<file path="config.mk">
export PLATFORM = sky130hd
export DESIGN_NAME = mult_mac_acc
export DESIGN_NICKNAME = d
export VERILOG_FILES = /design/src/rtl/mult_mac_acc_pkg.sv /design/src/rtl/mult_mac_acc_booth.sv /design/src/rtl/mult_mac_acc.sv
export SDC_FILE = /design/constraint.sdc
export NUM_CORES = 1
export LEC_CHECK = 0
export CAP_MARGIN = 20
export CORE_AREA = 2 2 78 80
export CTS_CLUSTER_SIZE = 12
export DETAILED_ROUTE_END_ITERATION = 8
export DIE_AREA = 0 0 80 82
export PLACE_DENSITY = 0.79
export SKIP_LAST_GASP = 1
export SLEW_MARGIN = 20
export SYNTH_ARGS = -nofsm -noshare
export SYNTH_HDL_FRONTEND = slang
export SYNTH_SLANG_ARGS = --single-unit
</file>
<file path="constraint.sdc">
create_clock -name clk -period 3.8 [get_ports clk]
set_input_delay 0.76 -clock clk [delete_from_list [all_inputs] [get_ports clk]]
set_output_delay 0.76 -clock clk [all_outputs]
set_load 0.1 [all_outputs]
</file>
<file path="src/rtl/mult_mac_acc_pkg.sv">
// Shared types and helpers for the signed multiply-accumulate stage.
// Holds the pipeline-stage payload, saturation limits and sign extension.
package mult_mac_acc_pkg;

    localparam int unsigned CORE_W = 4;
    localparam int unsigned PROD_W = 2 * CORE_W;
    localparam int unsigned CALC_W = 32;

    typedef struct packed {
        logic              valid;
        logic              last;
        logic [PROD_W-1:0] data;
    } stage_t;

    // Largest positive value of an acc_w-bit two's-complement accumulator.
    function automatic logic signed [CALC_W-1:0] acc_max(input int unsigned acc_w);
        return $signed((CALC_W'(1) << (acc_w - 1)) - CALC_W'(1));
    endfunction

    function automatic logic signed [CALC_W-1:0] acc_min(input int unsigned acc_w);
        return ~acc_max(acc_w);
    endfunction

    function automatic logic signed [CALC_W-1:0] sext(input logic [PROD_W-1:0] p);
        return CALC_W'($signed(p));
    endfunction

endpackage

</file>
<file path="src/rtl/mult_mac_acc_booth.sv">
// Combinational radix-4 Booth signed multiplier core, W x W -> 2W bits.
// Holds no state; the wrapper registers its operands and its product.
module mult_mac_acc_booth #(
    parameter int unsigned W = 4
) (
    input  logic [W-1:0]   a,
    input  logic [W-1:0]   b,
    output logic [2*W-1:0] prod_c
);

    localparam int unsigned PW = 2 * W;

    if ((W % 2) != 0) begin : g_even_check
        $error("Booth radix-4 core needs an even operand width");
    end

    logic [W:0]    bx;
    logic [PW-1:0] ae;
    logic [PW-1:0] pp;
    logic [PW-1:0] sum;

    assign bx = {b, 1'b0};
    assign ae = PW'($signed(a));

    // Each overlapping 3-bit window of b selects 0, +-a or +-2a.
    always_comb begin
        sum = '0;
        pp  = '0;
        for (int j = 0; j < int'(W / 2); j++) begin
            case (bx[2*j +: 3])
                3'b001, 3'b010: pp = ae;
                3'b011:         pp = ae << 1;
                3'b100:         pp = -(ae << 1);
                3'b101, 3'b110: pp = -ae;
                default:        pp = '0;
            endcase
            sum = sum + (pp << (2 * j));
        end
    end

    assign prod_c = sum;

endmodule

</file>
<file path="src/rtl/mult_mac_acc.sv">
// Signed multiply-accumulate stage: S1 operands, S2 product, then a saturating
// per-frame accumulator whose frame sum is offered on a valid/ready output.
module mult_mac_acc
    import mult_mac_acc_pkg::*;
#(
    parameter int unsigned WIDTH = CORE_W,
    parameter int unsigned ACC_W = 10
) (
    input  logic             clk,
    input  logic             rst_n,
    input  logic             in_valid,
    output logic             in_ready,
    input  logic [WIDTH-1:0] in_a,
    input  logic [WIDTH-1:0] in_b,
    input  logic             in_last,
    output logic             out_valid,
    input  logic             out_ready,
    output logic [ACC_W-1:0] out_acc,
    output logic             out_ovf
);

    localparam logic signed [CALC_W-1:0] SAT_HI   = acc_max(ACC_W);
    localparam logic signed [CALC_W-1:0] SAT_LO   = acc_min(ACC_W);
    localparam logic        [ACC_W-1:0]  SAT_HI_A = ACC_W'(SAT_HI);
    localparam logic        [ACC_W-1:0]  SAT_LO_A = ACC_W'(SAT_LO);

    if (ACC_W < 2 * WIDTH) begin : g_acc_w_check
        $error("ACC_W must be at least 2*WIDTH");
    end
    if (WIDTH != CORE_W || ACC_W >= CALC_W) begin : g_width_check
        $error("WIDTH must match the core and ACC_W must stay below CALC_W");
    end

    typedef enum logic {ACCUM = 1'b0, HOLD = 1'b1} state_t;

    state_t            state, state_nxt;
    stage_t            s1, s1_nxt, s2, s2_nxt;
    logic [ACC_W-1:0]  acc, acc_nxt, out_acc_nxt;
    logic              ovf_sticky, sticky_nxt, out_ovf_nxt;
    logic [PROD_W-1:0] prod_c;
    logic signed [CALC_W-1:0] sum_w;
    logic [ACC_W-1:0]  sum;
    logic              ovf_now;
    logic              stall;

    mult_mac_acc_booth #(.W(WIDTH)) u_core (
        .a      (s1.data[PROD_W-1:WIDTH]),
        .b      (s1.data[WIDTH-1:0]),
        .prod_c (prod_c)
    );

    assign out_valid = (state == HOLD);
    assign stall     = out_valid & ~out_ready;
    assign in_ready  = ~stall;

    // Wide add cannot wrap, so clamping is a plain signed compare.
    always_comb begin
        sum_w   = CALC_W'($signed(acc)) + sext(s2.data);
        ovf_now = 1'b0;
        if (sum_w > SAT_HI) begin
            sum     = SAT_HI_A;
            ovf_now = 1'b1;
        end else if (sum_w < SAT_LO) begin
            sum     = SAT_LO_A;
            ovf_now = 1'b1;
        end else begin
            sum = ACC_W'(sum_w);
        end
    end

    always_comb begin
        state_nxt   = state;
        s1_nxt      = s1;
        s2_nxt      = s2;
        acc_nxt     = acc;
        sticky_nxt  = ovf_sticky;
        out_acc_nxt = out_acc;
        out_ovf_nxt = out_ovf;
        if (!stall) begin
            s1_nxt.valid = in_valid;
            s1_nxt.last  = in_last;
            s1_nxt.data  = {in_a, in_b};
            s2_nxt.valid = s1.valid;
            s2_nxt.last  = s1.last;
            s2_nxt.data  = prod_c;
            if (state == HOLD) begin
                state_nxt = ACCUM;
            end
            // A closing product reloads the output even while one is being consumed.
            if (s2.valid) begin
                if (s2.last) begin
                    out_acc_nxt = sum;
                    out_ovf_nxt = ovf_sticky | ovf_now;
                    state_nxt   = HOLD;
                    acc_nxt     = '0;
                    sticky_nxt  = 1'b0;
                end else begin
                    acc_nxt    = sum;
                    sticky_nxt = ovf_sticky | ovf_now;
                end
            end
        end
    end

    always_ff @(posedge clk or negedge rst_n) begin
        if (!rst_n) begin
            state      <= ACCUM;
            s1         <= '0;
            s2         <= '0;
            acc        <= '0;
            ovf_sticky <= 1'b0;
            out_acc    <= '0;
            out_ovf    <= 1'b0;
        end else begin
            state      <= state_nxt;
            s1         <= s1_nxt;
            s2         <= s2_nxt;
            acc        <= acc_nxt;
            ovf_sticky <= sticky_nxt;
            out_acc    <= out_acc_nxt;
            out_ovf    <= out_ovf_nxt;
        end
    end

endmodule

</file>
==> summary.md <==
| Metric | Value |
|---|---|
| 1st-iter DRT viols | `105` |
| Slew at the pin closest to its max-slew limit | `0.971 ns` |
| Levels on crit path | `11` |
| Sequential fraction of the synthesis area | `just under 40%` |
| Critical path class | `reg2reg` |
| Max Freq | `0.333 GHz` |
| Worst R2R Setup Slack | `0.80 ns` |
| DP Wirelength | `4170 um` |
| Area grow syn2layout | `14.3%` |
| Total Neg Setup Slack | `0 ns` |
| Routed WL per cell | `around 14 um` |
| Largest net degree at the start of global routing | `44` |
| Clock sinks | `43` |
| Worst Path Arrival | `roughly 3.2 ns` |
| Post-synth EDFFs | `0` |
| Syn Inst Count | `309` |
| Min Tclk post-route | `3.00 ns` |
| Synth top area share | `38.6%` |
| RSZ-0062 raised after global routing | `false` |
| Area of the multi-input gates | `0.00161 mm2` |
| Clock Tree Buf Depth | `2` |
| CP top delay family | `compound AO/OA/AOI/OAI gates` |
| Max Slew Vio Count | `0` |
| Top cells by area, synth | `dfrtp_1 39%, ha_1 7.6%, mux2_2 5.2%` |
| Reg area | `roughly 0.0011 mm2` |
| Initial antenna violation count | `0` |
| Gr usage total | `18.8%` |
| First-pass GRT wire length | `9650 um` |
| Worst r2r dst | `s2[7]` |
| H-tree levels | `2` |
| Die X | `80 um` |
| Gp weighted congestion | `0.961` |
| Routed vias/inst | `5.63` |
| Share of layout cells above drive strength 1 | `9.39%` |
| Final hold vios | `0` |
| Num CTS Buffers | `5` |
| # hold bufs at CTS | `0` |
| DRC viols | `0` |
| Slowest stage cell on the critical path | `dfrtp_1` |
| Status | `finished clean` |
| Post-synth ARST share | `100%` |
| Max cap viols | `0` |
| Core Region | `0.00575 mm2` |
| Critical path origin | `s1[6]` |
| Mapped Nets | `341` |
| Clock root cell | `clkbuf_8` |
| Die height | `between 80 and 90 um` |
| Total gr overflow | `0` |
| Final WL | `approximately 5700 um` |
| Synth warn | `0` |
| Number of global-route vias before repair | `2,162` |
| Syn avg cell area | `9.03 um2` |
| Most common cell after layout, fill and taps aside | `dfrtp_1` |
| Required @ worst endpoint | `3.97 ns` |
| Worst setup EP type | `flop` |
| Slowest stage delay, CP | `0.48 ns` |
| Synth unique cells | `43` |
| Rel. slew slack | `35.0%` |
| Cts repair resizes | `0` |
| Cell depth of the worst flop-to-flop path | `11` |
| CP Launch Type | `flop` |
| Port-buffer cells | `25` |
| Number of antenna diodes | `0` |
| Most frequent cells in the layout | `43 x dfrtp_1, 35 x nand2_1, 29 x o21ai_0` |
| Critical path cell sequence | `nor3_1, inv_1, ha_1, mux2_2, o21ai_0, ha_1, a21o_1, a21oi_1, o21ai_0, xnor2_1, a21oi_1` |
| # rows | `28` |
| Top_reg_cell synth | `dfrtp_1` |
| Clk_lat worst skew | `0.30 ns` |
| TritonCTS clock tree | `built` |
| Post-synth top area cell | `dfrtp_1` |
| Post-route ant nets | `0` |
| Final setup fails | `0` |
| Clock Skew | `0.00992 ns` |
| Mapped cell area | `0.00279 mm2` |
| Worst hold path type | `in2async` |
| Start of the worst register-to-register path | `s1[6]` |
| #FFs+latches synth | `43` |
| Initial Utilization | `48.6%` |
| Clk pin slew, worst setup/hold paths | `0.09 ns` |
| Ports | `26` |
| Critical path peak fanout | `8` |
| Nets | `between 300 and 400` |
| Die ar. | `0.00656 mm2` |
| Via count | `2,279` |
| End of the critical path | `s2[7]` |
| Bufs and invs on worst path | `1` |
| Drt pass-1 iters | `5` |
| Final Cycle Share | `79.0%` |
| Fillers | `525` |
| Post-CTS setup buffer count | `0` |
==> worst min-delay path by stage <==
stage                     from          to  slack, ns  depth (start not counted)
finish                   rst_n      acc[8]       0.44                          1
global route             rst_n      acc[8]       0.49                          1
CTS                 out_acc[5]  out_acc[5]       0.49                          2
detailed placement  out_acc[5]  out_acc[5]       0.47                          2
global placement    out_acc[5]  out_acc[5]       0.47                          2
floorplan               acc[2]      acc[2]       0.45                          2
==> flip-flops by register name, indices dropped and copies added (netlist names) <==
name,count
s2,10
out_acc,10
ovf_sticky,1
acc,10
out_ovf,1
out_valid,1
s1,10
==> cells by family after synthesis <==
| group | Yosys count | share of synthesized area, % |
|---|---|---|
| AOI/OAI and AO/OA | 98 | 22.3 |
| adders and majority gates | 20 | 9.42 |
| and+or+nand+nor | 89 | 14.6 |
| muxes | 18 | 7.22 |
| DFF | 43 | 38.6 |
| buffers and inverters | 28 | 3.81 |
| xor gates and xnor gates | 13 | 4.08 |
==> per-layer routing <==
| metal | share of wire [%] | GRT usage, % |
|---|---|---|
| met1 | 47 | 25.1 |
| met2 | 46 | 30.2 |
| met3 | 5.0 | 3.96 |
| met4 | 2.1 | 6.95 |
| met5 | 0 | 0 |
==> synth_stat cells, types with 4 or more instances <==
| library cell | count |
|---|---|
| dfrtp_1 | 43 |
| nand2_1 | 35 |
| o21ai_0 | 29 |
| a21oi_1 | 24 |
| nor2_1 | 23 |
| ha_1 | 17 |
| inv_1 | 14 |
| clkbuf_1 | 13 |
| mux2_2 | 13 |
| xnor2_1 | 10 |
| a22o_1 | 9 |
| nand2b_1 | 7 |
| nand3_1 | 7 |
| a21o_1 | 6 |
| a211oi_1 | 5 |
| o31ai_1 | 5 |
| mux2i_1 | 4 |
| nor3_1 | 4 |
==> per-stage QoR <==
| stage | worst slack (ns) | instances | cell area [um2] | utilization [%] | hold WS, ns |
|---|---|---|---|---|---|
| after CTS | 0.794 | 405 | 3190 | 55.4 | 0.489 |
| final | 0.797 | 405 | 3190 | 55.5 | 0.438 |
| after global placement | 0.897 | 397 | 3100 | 54.0 | 0.465 |
| after detailed placement | 0.870 | 397 | 3100 | 54.0 | 0.469 |
| after floorplan | 0.905 | 309 | 2790 | - | 0.453 |
| after global routing | 0.576 | 405 | 3190 | 55.5 | 0.493 |
==> cell type report <==
| class | instances | area share [%] |
|---|---|---|
| multi-input combinational | 238 | 50.4 |
| sequential | 43 | 33.8 |
| timing repair buffer | 27 | 8.56 |
| tap | 75 | 2.94 |
| clock buffer | 6 | 2.28 |
| inverter | 14 | 1.65 |
| clock inverter | 2 | 0.392 |
Power is not shown: default switching activity piles up to over one toggle a cycle in this logic, so the estimate is an artifact.
